**src/rtl/noise_lfo_seq_pkg.sv**
```systemverilog
// Shared constants, FSM encoding and LFSR step function for the noise LFO sequencer.
// The same lfsr_next() is used by the filter bank's verification model, so both ends
// agree on the noise sequence.
package noise_lfo_seq_pkg;

  localparam int NOISE_NCH = 32;
  localparam int NOISE_DSZ = 18;
  localparam logic [NOISE_DSZ-1:0] NOISE_TAPS = 18'h20400;  // x^18 + x^11 + 1
  localparam logic [NOISE_DSZ-1:0] NOISE_SEED = 18'h00001;

  typedef enum logic [1:0] {
    ST_IDLE = 2'd0,
    ST_SCAN = 2'd1,
    ST_DONE = 2'd2
  } noise_state_t;

  // Right-shifting Galois step; the caller handles the all-zero lockup state.
  function automatic logic [NOISE_DSZ-1:0] lfsr_next(input logic [NOISE_DSZ-1:0] s);
    return (s >> 1) ^ (s[0] ? NOISE_TAPS : '0);
  endfunction

endpackage

```
**src/rtl/noise_lfo_seq_lfsr_step.sv**
```systemverilog
// Combinational Galois LFSR step with zero-lock recovery.
// Ports:
//   s     in   DSZ  current LFSR state
//   seed  in   DSZ  channel seed, used when s has collapsed to zero
//   nxt   out  DSZ  next LFSR state
module noise_lfsr_step
  import noise_lfo_seq_pkg::*;
#(
  parameter int               DSZ  = NOISE_DSZ,
  parameter logic [DSZ-1:0]   TAPS = NOISE_TAPS
) (
  input  logic [DSZ-1:0] s,
  input  logic [DSZ-1:0] seed,
  output logic [DSZ-1:0] nxt
);

  logic [DSZ-1:0] galois;

  // Default configuration reuses the package step so RTL and models share one source.
  if (DSZ == NOISE_DSZ && TAPS == NOISE_TAPS) begin : g_pkg_step
    assign galois = lfsr_next(s);
  end else begin : g_generic_step
    assign galois = (s >> 1) ^ ({DSZ{s[0]}} & TAPS);
  end

  // A zero state would lock the register forever; reload the channel seed instead.
  assign nxt = (s == '0) ? seed : galois;

endmodule

```
**src/rtl/noise_lfo_seq.sv**
```systemverilog
// Time-multiplexed 32-channel LFSR noise source feeding a shared noise IIR filter bank.
// On each tick it walks channels 0..31 (one per clk), advances each channel's LFSR,
// drives the filter with noise/select/enable and captures the filter output per channel.
// Ports:
//   clk          in   1    system clock
//   rst          in   1    asynchronous reset, active-high
//   tick         in   1    sample-rate strobe
//   f_in         out  DSZ  signed noise sample to the filter
//   f_sel        out  5    filter channel select
//   f_ena        out  1    filter state update enable
//   f_out        in   DSZ  signed filter output for the selected channel
//   rd_sel       in   5    readback channel
//   rd_data      out  DSZ  captured filter value of rd_sel (1-clk latency)
//   busy         out  1    scan in progress
//   frame_done   out  1    one-clk pulse after the last channel is captured
//   overrun      out  1    sticky: tick seen while a frame was still running
//   overrun_clr  in   1    clears overrun (a same-cycle overrun set wins)
module noise_lfo_seq
  import noise_lfo_seq_pkg::*;
#(
  parameter int             DSZ  = NOISE_DSZ,
  parameter int             NCH  = NOISE_NCH,
  parameter logic [DSZ-1:0] SEED = NOISE_SEED,
  parameter logic [DSZ-1:0] TAPS = NOISE_TAPS
) (
  input  logic                  clk,
  input  logic                  rst,
  input  logic                  tick,
  output logic signed [DSZ-1:0] f_in,
  output logic [4:0]            f_sel,
  output logic                  f_ena,
  input  logic signed [DSZ-1:0] f_out,
  input  logic [4:0]            rd_sel,
  output logic signed [DSZ-1:0] rd_data,
  output logic                  busy,
  output logic                  frame_done,
  output logic                  overrun,
  input  logic                  overrun_clr
);

  localparam logic [4:0] LAST_CH = 5'(NCH - 1);

  noise_state_t          state_reg;
  noise_state_t          state_next;
  logic [4:0]            ch_reg;
  logic [DSZ-1:0]        lfsr_reg [NCH];
  logic signed [DSZ-1:0] cap_reg  [NCH];
  logic [DSZ-1:0]        seed_tbl [NCH];
  logic signed [DSZ-1:0] rd_data_reg;
  logic                  overrun_reg;
  logic [DSZ-1:0]        lfsr_nxt;

  // Per-channel reset seeds: SEED + i, wrapping, with zero forced to 1.
  for (genvar gi = 0; gi < NCH; gi++) begin : g_seed
    localparam logic [DSZ-1:0] SEED_SUM = SEED + DSZ'(gi);
    assign seed_tbl[gi] = (SEED_SUM == '0) ? DSZ'(1) : SEED_SUM;
  end

  noise_lfsr_step #(
    .DSZ  (DSZ),
    .TAPS (TAPS)
  ) u_step (
    .s    (lfsr_reg[ch_reg]),
    .seed (seed_tbl[ch_reg]),
    .nxt  (lfsr_nxt)
  );

  always_ff @(posedge clk or posedge rst) begin
    if (rst) begin
      state_reg <= ST_IDLE;
    end else begin
      state_reg <= state_next;
    end
  end

  // Outputs are decoded from the state register so an async reset drops f_ena at once.
  always_comb begin
    state_next = state_reg;
    f_ena      = 1'b0;
    busy       = 1'b0;
    frame_done = 1'b0;
    f_in       = '0;
    case (state_reg)
      ST_IDLE: begin
        if (tick) state_next = ST_SCAN;
      end
      ST_SCAN: begin
        f_ena = 1'b1;
        busy  = 1'b1;
        f_in  = $signed(lfsr_nxt);
        if (ch_reg == LAST_CH) state_next = ST_DONE;
      end
      ST_DONE: begin
        frame_done = 1'b1;
        state_next = ST_IDLE;
      end
      default: state_next = ST_IDLE;
    endcase
  end

  // Channel counter parks on the last channel; only a fresh frame start rewinds it,
  // which also makes f_sel hold its last value outside of a scan.
  always_ff @(posedge clk or posedge rst) begin
    if (rst) begin
      ch_reg <= '0;
    end else if (state_reg == ST_IDLE && tick) begin
      ch_reg <= '0;
    end else if (state_reg == ST_SCAN && ch_reg != LAST_CH) begin
      ch_reg <= ch_reg + 5'd1;
    end
  end

  assign f_sel = ch_reg;

  // Capture takes f_out before the filter applies this cycle's update: one frame latency.
  always_ff @(posedge clk or posedge rst) begin
    if (rst) begin
      for (int i = 0; i < NCH; i++) begin
        lfsr_reg[i] <= seed_tbl[i];
        cap_reg[i]  <= '0;
      end
    end else if (state_reg == ST_SCAN) begin
      lfsr_reg[ch_reg] <= lfsr_nxt;
      cap_reg[ch_reg]  <= f_out;
    end
  end

  always_ff @(posedge clk or posedge rst) begin
    if (rst) begin
      rd_data_reg <= '0;
    end else begin
      rd_data_reg <= cap_reg[rd_sel];
    end
  end

  assign rd_data = rd_data_reg;

  always_ff @(posedge clk or posedge rst) begin
    if (rst) begin
      overrun_reg <= 1'b0;
    end else if (tick && state_reg != ST_IDLE) begin
      overrun_reg <= 1'b1;
    end else if (overrun_clr) begin
      overrun_reg <= 1'b0;
    end
  end

  assign overrun = overrun_reg;

endmodule
```
**config.mk**
```make
export PLATFORM = sky130hd
export DESIGN_NAME = noise_lfo_seq
export DESIGN_NICKNAME = d
export VERILOG_FILES = /design/src/rtl/noise_lfo_seq_pkg.sv /design/src/rtl/noise_lfo_seq_lfsr_step.sv /design/src/rtl/noise_lfo_seq.sv
export SDC_FILE = /design/constraint.sdc
export NUM_CORES = 2
export LEC_CHECK = 0
export BUFFER_PORTS_ARGS = -buffer_cell sky130_fd_sc_hd__buf_2
export CORE_ASPECT_RATIO = 1.1
export CORE_UTILIZATION = 55
export CTS_CLUSTER_SIZE = 25
export DETAILED_ROUTE_END_ITERATION = 8
export PLACE_DENSITY = 0.76
export RECOVER_POWER = 100
export SLEW_MARGIN = 20
export SYNTH_ARGS = -nofsm -noshare
export SYNTH_HDL_FRONTEND = slang
export SYNTH_SLANG_ARGS = --single-unit
```
**constraint.sdc**
```tcl
create_clock -name clk -period 72 [get_ports clk]
set_input_delay 7.2 -clock clk [delete_from_list [all_inputs] [get_ports clk]]
set_output_delay 7.2 -clock clk [all_outputs]
set_load 0.02 [all_outputs]
```
==> impl_summary.log <==
[metrics] run status: finished, violations left
[metrics] violations in the final reports: max-capacitance violations, max-slew violations
[metrics] total power consumption of the routed design: 2.94 mW
[metrics] Post-Synthesis Net Count: about 4600
[metrics] Critical Path, Cell by Cell: clkbuf_1 -> clkbuf_1 -> clkbuf_1 -> mux2i_1 -> o22ai_1 -> or4_1 -> nor2_2 -> clkbuf_1 -> and4b_1 -> and3_1 -> a31oi_1 -> nor2_1 -> clkbuf_1
[metrics] via count of the first global-routing pass: 37000
[metrics] Filler Cells Inserted: 7441
[metrics] Cell Int Power: between 1.5 and 2 mW
[metrics] number of antenna violations at the first check in global routing: 7
[metrics] metal2 WL: 71500 µm
[metrics] Final GP Congestion: 0.870
[metrics] instance area at placement: 53600 µm²
[metrics] final hold vios: 0
[metrics] total negative slack: 0 ns
[metrics] leakage power summed over all cells: roughly 26 nW
[metrics] DIE WIDTH: just under 300 µm
[metrics] Distinct cells, synth: 47
[metrics] WHS Endpoint: cap_reg[250]
[metrics] number of buffers and inverters on the critical path: 5
[metrics] Min-Delay Path Depth: 2
[metrics] Metal-1 WL: between 50000 and 60000 µm
[metrics] CP max-delay cell: sky130_fd_sc_hd__clkbuf_1
[metrics] Top Family by Delay on Critical Path: buffers and inverters
[metrics] wire length on met3: 14900 µm
[metrics] part of the total power dissipated in the clock network: 0.216
[metrics] post-detailed-route via-to-cell ratio: 6.35
[metrics] first-pass GRT wire length: 234000 µm
[metrics] portion of total power attributed to combinational logic: 0.387
[metrics] Slowest Stage Delay on Critical Path: a little over 6 ns
[metrics] Max Fclk: 37.5 MHz
[metrics] Post-Syn Area per Cell: approximately 12 µm²
[metrics] post-route DRC violation count: 0
[metrics] area added between synthesis and finish: 9.12%
[metrics] worst setup slack for register-to-register paths: 53.50 ns
[metrics] number of ports placed on the die boundary: just over 70
[metrics] Ys Warns: 0
[metrics] total die area: 96500 µm²
[metrics] Post-CTS Setup Bufs: 0
[metrics] final cell area excluding filler cells: 57100 µm²
[metrics] cell area after technology mapping: 52400 µm²
[metrics] Die Ht: 326 µm
[metrics] final period demand of the worst path: 26.69 ns
[metrics] number of max-capacitance violations reported: 61
[metrics] number of sinks handled by clock tree synthesis: 1178
[metrics] setup repair after global routing missed its margin: false
[metrics] CTS H-Tree Depth: 3
[metrics] Floorplan Core Area: roughly 94000 µm²
[metrics] HPWL after detailed placement: 86600 µm
[metrics] number of buffers created by CTS: 117
[metrics] Finish-stage setup viols: 0
[metrics] Site Rows: 118
[metrics] Routed Wire Length: 154000 µm
[metrics] critical path launch point type: flop
[metrics] type of element capturing the critical path: output pin
[metrics] number of synthesized flops with an enable pin: 0
[metrics] switching component of the power: 1.12 mW
[metrics] Async S/R FF share, synth: 1.00
[metrics] Post-Syn Instances: 4544
[metrics] antenna fix cells: 0
[metrics] critical path class: flop to output pin
[metrics] count of routing violations after the opening detailed-route iteration: 4113
[metrics] buffer levels on the longest clock path: 3
[metrics] final clock skew: between 0.03 and 0.04 ns
[metrics] largest net degree at the start of global routing: 185
[metrics] Port-buffer cells: 71
[metrics] Most common cell on crit path: sky130_fd_sc_hd__clkbuf_1
[metrics] final count of pins violating max slew: 2830
[metrics] Crit Path Max Fanout: 119
[metrics] capture instance of the worst register-to-register path: lfsr_reg[524]
[metrics] worst supply voltage drop on vdd: 46.6 µV
[metrics] DR top layer: met5
[metrics] clock tree from TritonCTS: done
[metrics] post-route ant nets: 0
[metrics] Worst Max-Slew Pin Slew: 9.40 ns
[metrics] part of the cycle the worst path needs: 0.371
[metrics] worst skew pair latency: between 0.7 and 0.8 ns
[metrics] leading register cell type out of synthesis: sky130_fd_sc_hd__dfrtp_1
[metrics] clock root buffer: sky130_fd_sc_hd__clkbuf_16
[metrics] average detailed-routed wire length per instance: 26.6 µm
[metrics] sequential share of power: 0.397
[metrics] CP Data Arrival Time: 19.49 ns
[metrics] type of the tightest min-delay check: flop to flop
[metrics] total of flip-flops plus latches after synthesis: 1178
[metrics] worst flop-to-flop path startpoint: f_sel[0]
[metrics] DR pass1 iterations: 8
[metrics] ratio of cells with drive above 1 in the final layout: 0.211
[metrics] switching portion of total power: 0.379
[metrics] power density over the cells: 51.5 nW/µm²
[metrics] worst r2r path cells: 12
[metrics] register area share after synthesis: 0.565
[metrics] Critical Path RT: ~65 ns
[metrics] hold buffer count at CTS: 0
[metrics] Worst slew margin: -5.27
[metrics] clock transition time at the flip-flop clock pins of the worst setup and hold paths: 0.07 ns
[metrics] Final nets: 4462
[metrics] grt ovf: 0
[metrics] overall routing resource usage: 0.327
[metrics] cts repair resizes: 0
[metrics] HP Start: cap_reg[250]
[metrics] Starting Density: 0.556
[metrics] via total after detailed routing: 36700
power by group through the flow:
stage | sequential (mW) | combinational, mW | clock, mW
after detailed placement | 1.17 | 1.11 | 0
after floorplan | 1.13 | 0.824 | 0
after global placement | 1.16 | 1.07 | 0
after global routing | 1.20 | 1.22 | 0.666
after CTS | 1.16 | 1.11 | 0.640
final | 1.17 | 1.14 | 0.636
logic make-up (layout without fill, tap and decap cells):
group,Yosys count,in the layout,synth area share
DFF,1178,1178,0.565
AOI/OAI and AO/OA,707,707,0.0732
and+or+nand+nor,1362,1362,0.104
buffers and inverters,417,400,0.0348
muxes,872,872,0.221
xor gates and xnor gates,1,1,0.000167
adders and majority gates,7,7,0.00167
tightest hold or removal path, cell delays in order, from the launching register on:
cell	delay (ns)
sky130_fd_sc_hd__dfrtp_1	0.33
sky130_fd_sc_hd__nand2_1	0.05
sky130_fd_sc_hd__nand2_1	0.05
final cells by class:
class	count	area [µm²]	share of cell area
clock inverters	45	573	0.0100
repair buffers	176	878	0.0154
clock buffers	173	3460	0.0605
multi-input cells	2949	21100	0.368
flip-flops and latches	1178	29600	0.518
inverters	6	23.8	0.000416
well taps	1260	1580	0.0276
per-layer routing:
metal,global-route usage,vias to the layer above
met2,0.504,1938
met5,0,-
met4,0.165,12
met3,0.0703,567
met1,0.440,18700
li1,-,15500
metrics by stage:
step	hold WS [ns]	utilization	instances	setup WS (ns)
final	0.470	0.607	5787	45.31
after global routing	0.486	0.607	5787	44.56
after global placement	0.453	0.569	5565	58.37
after detailed placement	0.458	0.569	5567	58.34
after CTS	0.472	0.612	5785	57.57
after floorplan	0.441	-	4544	31.75
cell usage in the layout (no fill, tap or decap), types with 25 or more instances in the layout:
| cell type | n |
|---|---|
| sky130_fd_sc_hd__a21oi_1 | 377 |
| sky130_fd_sc_hd__clkbuf_1 | 140 |
| sky130_fd_sc_hd__clkbuf_16 | 118 |
| sky130_fd_sc_hd__clkbuf_8 | 30 |
| sky130_fd_sc_hd__o21ai_0 | 167 |
| sky130_fd_sc_hd__mux2i_1 | 274 |
| sky130_fd_sc_hd__mux2_2 | 399 |
| sky130_fd_sc_hd__nand2_1 | 823 |
| sky130_fd_sc_hd__o22ai_1 | 137 |
| sky130_fd_sc_hd__dfstp_2 | 81 |
| sky130_fd_sc_hd__mux4_2 | 187 |
| sky130_fd_sc_hd__dfrtp_1 | 1097 |
| sky130_fd_sc_hd__nor2_1 | 414 |
| sky130_fd_sc_hd__buf_4 | 49 |
| sky130_fd_sc_hd__clkinv_2 | 25 |
cells in the mapped netlist (all sizes together) (2+ instances only):
| master | n | area [µm²] |
|---|---|---|
| a22o | 8 | 70.1 |
| a21oi | 377 | 1890 |
| nor2 | 434 | 1630 |
| dfstp | 81 | 2130 |
| and2 | 8 | 50.1 |
| nor3 | 8 | 40.0 |
| or4b | 4 | 40.0 |
| mux2i | 274 | 2740 |
| nand3b | 3 | 22.5 |
| nand2b | 5 | 31.3 |
| nand4 | 10 | 62.6 |
| mux4 | 187 | 4210 |
| o22ai | 137 | 857 |
| nand3 | 9 | 45.0 |
| or4 | 7 | 52.6 |
| and4 | 4 | 35.0 |
| nand2 | 823 | 3090 |
| clkbuf | 321 | 1200 |
| nand4bb | 6 | 67.6 |
| buf | 90 | 597 |
| and3 | 5 | 31.3 |
| mux2 | 411 | 4630 |
| ha | 7 | 87.6 |
| nand4b | 5 | 43.8 |
| inv | 6 | 22.5 |
| dfrtp | 1097 | 27500 |
| nor2b | 2 | 12.5 |
| nor4 | 25 | 163 |
| a31oi | 12 | 120 |
| o21ai | 167 | 836 |
worst max path at each step:
stage	start	endpoint	slack [ns]	cells after the start
after floorplan	rst	cap_reg[0]	31.75	1
after global placement	f_sel[0]	f_in[2]	58.37	13
after detailed placement	f_sel[0]	f_in[2]	58.34	13
after CTS	f_sel[0]	f_in[2]	57.57	13
after global routing	f_sel[0]	f_in[2]	44.56	13
final	f_sel[0]	f_in[2]	45.31	13
Note: power is estimated with default switching activity, not from simulation.
